`src/rtl/ppu_spr_seq_if.sv`:
```
// Sprite sequencer bus: line setup inputs, secondary-OAM read port, pattern
// fetch handshake and the load bus towards the eight sprite units.
interface ppu_spr_seq_if;
  logic        i_start;
  logic        i_render_en;
  logic        i_pix_win;
  logic [7:0]  i_scanline;
  logic [3:0]  i_spr_cnt;
  logic        i_spr0_hit;
  logic [4:0]  o_soam_addr;
  logic [7:0]  i_soam_data;
  logic        o_fetch_req;
  logic [7:0]  o_fetch_tile;
  logic [2:0]  o_fetch_row;
  logic        i_fetch_ack;
  logic [15:0] i_fetch_data;
  logic [7:0]  o_slot_sel;
  logic [7:0]  o_xcnt;
  logic        o_xcnt_wr;
  logic [7:0]  o_attr;
  logic        o_attr_we;
  logic [15:0] o_patt;
  logic        o_patt_we;
  logic        o_primary;
  logic        o_run;
  logic        o_busy;

  modport master (
    input  i_start, i_render_en, i_pix_win, i_scanline, i_spr_cnt, i_spr0_hit,
           i_soam_data, i_fetch_ack, i_fetch_data,
    output o_soam_addr, o_fetch_req, o_fetch_tile, o_fetch_row, o_slot_sel,
           o_xcnt, o_xcnt_wr, o_attr, o_attr_we, o_patt, o_patt_we,
           o_primary, o_run, o_busy
  );

  modport slave (
    output i_start, i_render_en, i_pix_win, i_scanline, i_spr_cnt, i_spr0_hit,
           i_soam_data, i_fetch_ack, i_fetch_data,
    input  o_soam_addr, o_fetch_req, o_fetch_tile, o_fetch_row, o_slot_sel,
           o_xcnt, o_xcnt_wr, o_attr, o_attr_we, o_patt, o_patt_we,
           o_primary, o_run, o_busy
  );
endinterface

```
`src/rtl/ppu_spr_seq.sv`:
```
// Sprite fetch sequencer: walks the eight secondary-OAM slots during the
// sprite-fetch window, fetches each pattern row and loads the sprite units.
//
// state   | meaning
// IDLE    | waiting for start pulse with rendering enabled
// RD_Y    | read secondary-OAM byte 0 (Y), 2 cycles
// RD_T    | read byte 1 (tile), 2 cycles
// RD_A    | read byte 2 (attributes), 2 cycles
// RD_X    | read byte 3 (X), 2 cycles
// FETCH   | pattern request held until ack
// LOAD_XA | write X counter and attributes to selected unit
// LOAD_P  | write pattern to selected unit
// NEXT    | advance slot, finish after slot 7
module ppu_spr_seq (
  input logic           i_clk,
  input logic           i_rstn,
  ppu_spr_seq_if.master bus
);

  typedef enum logic [3:0] {
    IDLE, RD_Y, RD_T, RD_A, RD_X, FETCH, LOAD_XA, LOAD_P, NEXT
  } state_t;

  state_t      state, state_nx;
  logic        ph;
  logic [2:0]  s;
  logic [7:0]  y_r, tile_r, attr_r, x_r;
  logic [15:0] patt_r;

  logic [3:0]  eff_cnt;
  logic        cur_empty, nxt_empty, is_rd;
  logic [2:0]  row_raw, row;

  assign eff_cnt   = (bus.i_spr_cnt > 4'd8) ? 4'd8 : bus.i_spr_cnt;
  assign cur_empty = ({1'b0, s} >= eff_cnt);
  assign nxt_empty = (({1'b0, s} + 4'd1) >= eff_cnt);
  assign is_rd     = (state == RD_Y) || (state == RD_T) ||
                     (state == RD_A) || (state == RD_X);
  assign row_raw   = 3'(bus.i_scanline - y_r);
  assign row       = attr_r[7] ? ~row_raw : row_raw;

  assign bus.o_busy     = (state != IDLE);
  assign bus.o_slot_sel = bus.o_busy ? (8'd1 << s) : 8'h00;
  assign bus.o_run      = bus.i_pix_win & bus.i_render_en & ~bus.o_busy;

  always_ff @(posedge i_clk) begin
    if (!i_rstn) state <= IDLE;
    else         state <= state_nx;
  end

  always_comb begin
    state_nx = state;
    case (state)
      IDLE:    if (bus.i_start && bus.i_render_en)
                 state_nx = (eff_cnt == 4'd0) ? LOAD_XA : RD_Y;
      RD_Y:    if (ph) state_nx = RD_T;
      RD_T:    if (ph) state_nx = RD_A;
      RD_A:    if (ph) state_nx = RD_X;
      RD_X:    if (ph) state_nx = FETCH;
      FETCH:   if (bus.i_fetch_ack) state_nx = LOAD_XA;
      LOAD_XA: state_nx = LOAD_P;
      LOAD_P:  state_nx = NEXT;
      NEXT:    if (s == 3'd7) state_nx = IDLE;
               else           state_nx = nxt_empty ? LOAD_XA : RD_Y;
      default: state_nx = IDLE;
    endcase
    // losing render enable abandons the line; units keep what they have
    if (!bus.i_render_en && state != IDLE) state_nx = IDLE;
  end

  always_comb begin
    bus.o_soam_addr  = 5'd0;
    bus.o_fetch_req  = 1'b0;
    bus.o_fetch_tile = 8'h00;
    bus.o_fetch_row  = 3'd0;
    bus.o_xcnt       = 8'h00;
    bus.o_xcnt_wr    = 1'b0;
    bus.o_attr       = 8'h00;
    bus.o_attr_we    = 1'b0;
    bus.o_patt       = 16'h0000;
    bus.o_patt_we    = 1'b0;
    bus.o_primary    = 1'b0;
    case (state)
      RD_Y:  bus.o_soam_addr = {s, 2'd0};
      RD_T:  bus.o_soam_addr = {s, 2'd1};
      RD_A:  bus.o_soam_addr = {s, 2'd2};
      RD_X:  bus.o_soam_addr = {s, 2'd3};
      FETCH: begin
        bus.o_fetch_req  = 1'b1;
        bus.o_fetch_tile = tile_r;
        bus.o_fetch_row  = row;
      end
      LOAD_XA: begin
        bus.o_xcnt_wr = 1'b1;
        bus.o_attr_we = 1'b1;
        bus.o_xcnt    = cur_empty ? 8'hFF : x_r;
        bus.o_attr    = cur_empty ? 8'h00 : attr_r;
        bus.o_primary = (s == 3'd0) & bus.i_spr0_hit;
      end
      LOAD_P: begin
        bus.o_patt_we = 1'b1;
        bus.o_patt    = cur_empty ? 16'h0000 : patt_r;
      end
      default: ;
    endcase
  end

  always_ff @(posedge i_clk) begin
    if (!i_rstn) begin
      ph     <= 1'b0;
      s      <= 3'd0;
      y_r    <= 8'h00;
      tile_r <= 8'h00;
      attr_r <= 8'h00;
      x_r    <= 8'h00;
      patt_r <= 16'h0000;
    end else begin
      // second cycle of each read: data for the address is now valid
      ph <= is_rd & ~ph & (state_nx == state);
      if (state == IDLE)      s <= 3'd0;
      else if (state == NEXT) s <= s + 3'd1;
      if (ph) begin
        case (state)
          RD_Y:    y_r    <= bus.i_soam_data;
          RD_T:    tile_r <= bus.i_soam_data;
          RD_A:    attr_r <= bus.i_soam_data;
          RD_X:    x_r    <= bus.i_soam_data;
          default: ;
        endcase
      end
      if (state == FETCH && bus.i_fetch_ack) patt_r <= bus.i_fetch_data;
    end
  end

endmodule

```
`src/flat_wrapper.sv`:
```
// flat-port wrapper written by rule: the top's interface ports become plain ports
module ppu_spr_seq_flat 
  (i_clk, i_rstn, bus_i_start, bus_i_render_en, bus_i_pix_win, bus_i_scanline, bus_i_spr_cnt, bus_i_spr0_hit, bus_i_soam_data, bus_i_fetch_ack, bus_i_fetch_data, bus_o_soam_addr, bus_o_fetch_req, bus_o_fetch_tile, bus_o_fetch_row, bus_o_slot_sel, bus_o_xcnt, bus_o_xcnt_wr, bus_o_attr, bus_o_attr_we, bus_o_patt, bus_o_patt_we, bus_o_primary, bus_o_run, bus_o_busy);
  ppu_spr_seq_if bus_i ();
  input logic i_clk;
  input logic i_rstn;
  input wire logic [$bits(bus_i.i_start)-1:0] bus_i_start;
  input wire logic [$bits(bus_i.i_render_en)-1:0] bus_i_render_en;
  input wire logic [$bits(bus_i.i_pix_win)-1:0] bus_i_pix_win;
  input wire logic [$bits(bus_i.i_scanline)-1:0] bus_i_scanline;
  input wire logic [$bits(bus_i.i_spr_cnt)-1:0] bus_i_spr_cnt;
  input wire logic [$bits(bus_i.i_spr0_hit)-1:0] bus_i_spr0_hit;
  input wire logic [$bits(bus_i.i_soam_data)-1:0] bus_i_soam_data;
  input wire logic [$bits(bus_i.i_fetch_ack)-1:0] bus_i_fetch_ack;
  input wire logic [$bits(bus_i.i_fetch_data)-1:0] bus_i_fetch_data;
  output wire logic [$bits(bus_i.o_soam_addr)-1:0] bus_o_soam_addr;
  output wire logic [$bits(bus_i.o_fetch_req)-1:0] bus_o_fetch_req;
  output wire logic [$bits(bus_i.o_fetch_tile)-1:0] bus_o_fetch_tile;
  output wire logic [$bits(bus_i.o_fetch_row)-1:0] bus_o_fetch_row;
  output wire logic [$bits(bus_i.o_slot_sel)-1:0] bus_o_slot_sel;
  output wire logic [$bits(bus_i.o_xcnt)-1:0] bus_o_xcnt;
  output wire logic [$bits(bus_i.o_xcnt_wr)-1:0] bus_o_xcnt_wr;
  output wire logic [$bits(bus_i.o_attr)-1:0] bus_o_attr;
  output wire logic [$bits(bus_i.o_attr_we)-1:0] bus_o_attr_we;
  output wire logic [$bits(bus_i.o_patt)-1:0] bus_o_patt;
  output wire logic [$bits(bus_i.o_patt_we)-1:0] bus_o_patt_we;
  output wire logic [$bits(bus_i.o_primary)-1:0] bus_o_primary;
  output wire logic [$bits(bus_i.o_run)-1:0] bus_o_run;
  output wire logic [$bits(bus_i.o_busy)-1:0] bus_o_busy;
  assign bus_i.i_start = bus_i_start;
  assign bus_i.i_render_en = bus_i_render_en;
  assign bus_i.i_pix_win = bus_i_pix_win;
  assign bus_i.i_scanline = bus_i_scanline;
  assign bus_i.i_spr_cnt = bus_i_spr_cnt;
  assign bus_i.i_spr0_hit = bus_i_spr0_hit;
  assign bus_i.i_soam_data = bus_i_soam_data;
  assign bus_i.i_fetch_ack = bus_i_fetch_ack;
  assign bus_i.i_fetch_data = bus_i_fetch_data;
  assign bus_o_soam_addr = bus_i.o_soam_addr;
  assign bus_o_fetch_req = bus_i.o_fetch_req;
  assign bus_o_fetch_tile = bus_i.o_fetch_tile;
  assign bus_o_fetch_row = bus_i.o_fetch_row;
  assign bus_o_slot_sel = bus_i.o_slot_sel;
  assign bus_o_xcnt = bus_i.o_xcnt;
  assign bus_o_xcnt_wr = bus_i.o_xcnt_wr;
  assign bus_o_attr = bus_i.o_attr;
  assign bus_o_attr_we = bus_i.o_attr_we;
  assign bus_o_patt = bus_i.o_patt;
  assign bus_o_patt_we = bus_i.o_patt_we;
  assign bus_o_primary = bus_i.o_primary;
  assign bus_o_run = bus_i.o_run;
  assign bus_o_busy = bus_i.o_busy;
  ppu_spr_seq u_core (.i_clk(i_clk), .i_rstn(i_rstn), .bus(bus_i));
endmodule
```
`config.mk`:
```
export PLATFORM = sky130hd
export DESIGN_NAME = ppu_spr_seq_flat
export DESIGN_NICKNAME = d
export VERILOG_FILES = /design/src/rtl/ppu_spr_seq_if.sv /design/src/rtl/ppu_spr_seq.sv /design/src/flat_wrapper.sv
export SDC_FILE = /design/constraint.sdc
export NUM_CORES = 1
export LEC_CHECK = 0
export BUFFER_PORTS_ARGS = -buffer_cell sky130_fd_sc_hd__buf_2
export CELL_PAD_IN_SITES_DETAIL_PLACEMENT = 1
export CELL_PAD_IN_SITES_GLOBAL_PLACEMENT = 1
export CORE_UTILIZATION = 39
export DETAILED_ROUTE_END_ITERATION = 7
export GPL_TIMING_DRIVEN = 0
export PLACE_DENSITY = 0.9
export REMOVE_ABC_BUFFERS = 1
export SYNTH_ARGS = -nofsm -noshare
export SYNTH_HDL_FRONTEND = slang
export SYNTH_SLANG_ARGS = --single-unit
```
`constraint.sdc`:
```
create_clock -name i_clk -period 5.2 [get_ports i_clk]
set_input_delay 0.52 -clock i_clk [delete_from_list [all_inputs] [get_ports i_clk]]
set_output_delay 0.52 -clock i_clk [all_outputs]
set_load 0.02 [all_outputs]
```
==> qor.csv <==
metric,value,unit
pin_count,106,
synth_edf_count,0,
clock_sinks,51,
yosysMostFrequentCell,dfxtp_1,
ys_ff_latch,51,
setup_viol,0,
cts_hold_buf,0,
fillers,922,
clockPowerShare,32.9,%
cts_tree,done,
fmax,0.2888,GHz
start_kind,flip-flop,
power_frac_seq,58.1,%
cts_resized,0,
p_per_area,191.7,nW/um^2
dr_total_vias,2706,
clk_latency,300,ps
firstDrtPassIters,6,
layoutNonFillerInstCount,529,
cp_data_required_time,4680,ps
worstMarginPinSlew,952.5,ps
n_antenna_cell,0,
drive_gt1_share,25.81,%
grt_use_total,20.77,%
dp_hpwl,5946,um
wl,7898,um
first_global_vias,2649,
io_buffer_count,100,
fin_ws,1737,ps
p_leak,0.001793,uW
reg2reg_depth,4,
gp_congestion,0.8070,
post_cts_buffers,0,
internal_power,513.4,uW
cts_buffers,5,
reg2reg_from,u_core.state[2],
grt_max_degree,52,
ir_worst_vdd,119.4,uV
cts_htree_levels,2,
swShare,24.33,%
core_area,7253,um^2
dieHeight,88.78,um
final_util,48.80,%
avgSynthCellArea,8.512,um^2
power_frac_comb,9.0,%
yosys-top-cells-count,"dfxtp_1, nand2_1, nor2b_1",
synthCells,345,
rsz0062_at_grt,no,
syn_area,2937,um^2
dp.cells,521,
grt_pass1_wl,12650,um
start_util,40.49,%
synth_top_area_share,34.77,%
yosysUniqueCellTypes,42,
post-route-period-util,66.59,%
antenna_found_initial,0,
min_to,u_core.patt_r[8],
place_area,3458,um^2
pre_cts_ws,1884,ps
final_area,3540,um^2
drt_iter0_markers,55,
reg2reg_slack,2710,ps
post_drt_wl_per_cell,14.93,um
vias_per_cell,5.115,
setup_tns,0,ps
synth_flop_cell,dfxtp_1,
die_x,88.78,um
whs_path_depth,2,
worstPathArrival,2940,ps
finalNetCount,487,
final-hold-violation-count,0,
outcome,"finished, final reports clean",
path_clk_slew,90,ps
synth.area.top_cells,"dfxtp_1, mux2i_1, nor2b_1",
die-area,7881,um^2
r2r-end,u_core.x_r[7],
ys_seq_area_share,34.77,%
cts_max_path_buffers,2,
async_flop_share,0,%
crit_type,flip-flop to output pin,
synth_warnings,0,
min_period,3463,ps
antenna_left,0,
drv_slew,0,
synth_top_area_cell,dfxtp_1,
grt.overflow.total,0,
area_delta_synth_final,20.54,%
switchingPower,165.0,uW
max_slew_margin,36.36,%
drc,0,
hold_class,flip-flop to flip-flop,
rows,31,
end_kind,output pin,
cts-root-buf,clkbuf_8,
holdCritStartpoint,u_core.patt_r[8],
fin_skew,9.559,ps
drv_cap,0,
worstPathMaxFanout,16,
## area by class of cell
cell class,count,area [um^2],share of cell area (%)
clock buffer,7,76.32,2.156
clock inverter,1,5.005,0.1414
inverter,11,41.29,1.166
multi-input combinational,260,1772,50.05
sequential,51,1021,28.84
tap,99,123.9,3.499
timing repair buffer,100,500.5,14.14
## registers in the layout, summed over array words and instances, names as in the netlist
name	cells
u_core.state	4
u_core.x_r	8
u_core.y_r	3
u_core.patt_r	16
u_core.tile_r	8
u_core.ph	1
u_core.s	3
u_core.attr_r	8
## worst max path at each step
stage / startpoint / to / cells after the start
final: u_core.s[0] / bus_o_patt[14] / 8
after global routing: u_core.s[0] / bus_o_patt[6] / 8
after CTS: u_core.s[0] / bus_o_patt[14] / 8
after detailed placement: bus_i_spr_cnt[3] / bus_o_patt[14] / 9
after global placement: bus_i_spr_cnt[3] / bus_o_patt[14] / 9
after floorplan: bus_i_spr_cnt[0] / bus_o_patt[0] / 7
## kinds of logic after synthesis
kind of cell	synth area share (%)
AND/OR/NAND/NOR	29.95
flip-flops	34.77
AO/OA/AOI/OAI	12.10
buffers and inverters	4.900
multiplexers	9.544
adder cells (fa/ha/maj)	6.647
XOR/XNOR	2.088
## per-stage QoR
| step | total power [uW] | hold WS, ps |
|---|---|---|
| detailed placement | 464.8 | 442.6 |
| CTS | 687.9 | 450.3 |
| finish | 678.4 | 451.2 |
| floorplan | 432.2 | 430.5 |
| global route | 709.7 | 462.3 |
| global placement | 462.7 | 436.7 |
## power groups by stage
| stage | logic (uW) | clock network [uW] | registers (uW) |
|---|---|---|---|
| floorplan | 29.6 | 0 | 403 |
| global placement | 59.3 | 0 | 403 |
| detailed placement | 61.3 | 0 | 403 |
| CTS | 61.6 | 232 | 394 |
| global route | 66.9 | 248 | 395 |
| finish | 61.0 | 223 | 394 |
## placed cells by master (no fill, tap or decap), drive strengths merged, types with 10 or more instances in the layout
cell type,instances
buf,100
ha,14
and2,22
inv,11
dfxtp,51
nand2,49
o21a,10
a21boi,21
nor2b,33
mux2i,28
and3,23
## worst max-delay path, cell delays in order, from the launching register on
cell and delay [ps]:
dfxtp_1 470, inv_1 160, ha_1 320, nand2b_1 140
a21o_1 180, a21o_1 200, a21boi_1 760, and2_1 240
buf_2 170
## layer usage
metal | part of all wire [%] | GRT usage [%]
met2 | 52 | 36.99
met5 | 0 | 0
met1 | 43 | 26.00
met3 | 3.5 | 2.985
met4 | 1.4 | 6.012
(Power assumes the default switching activity.)
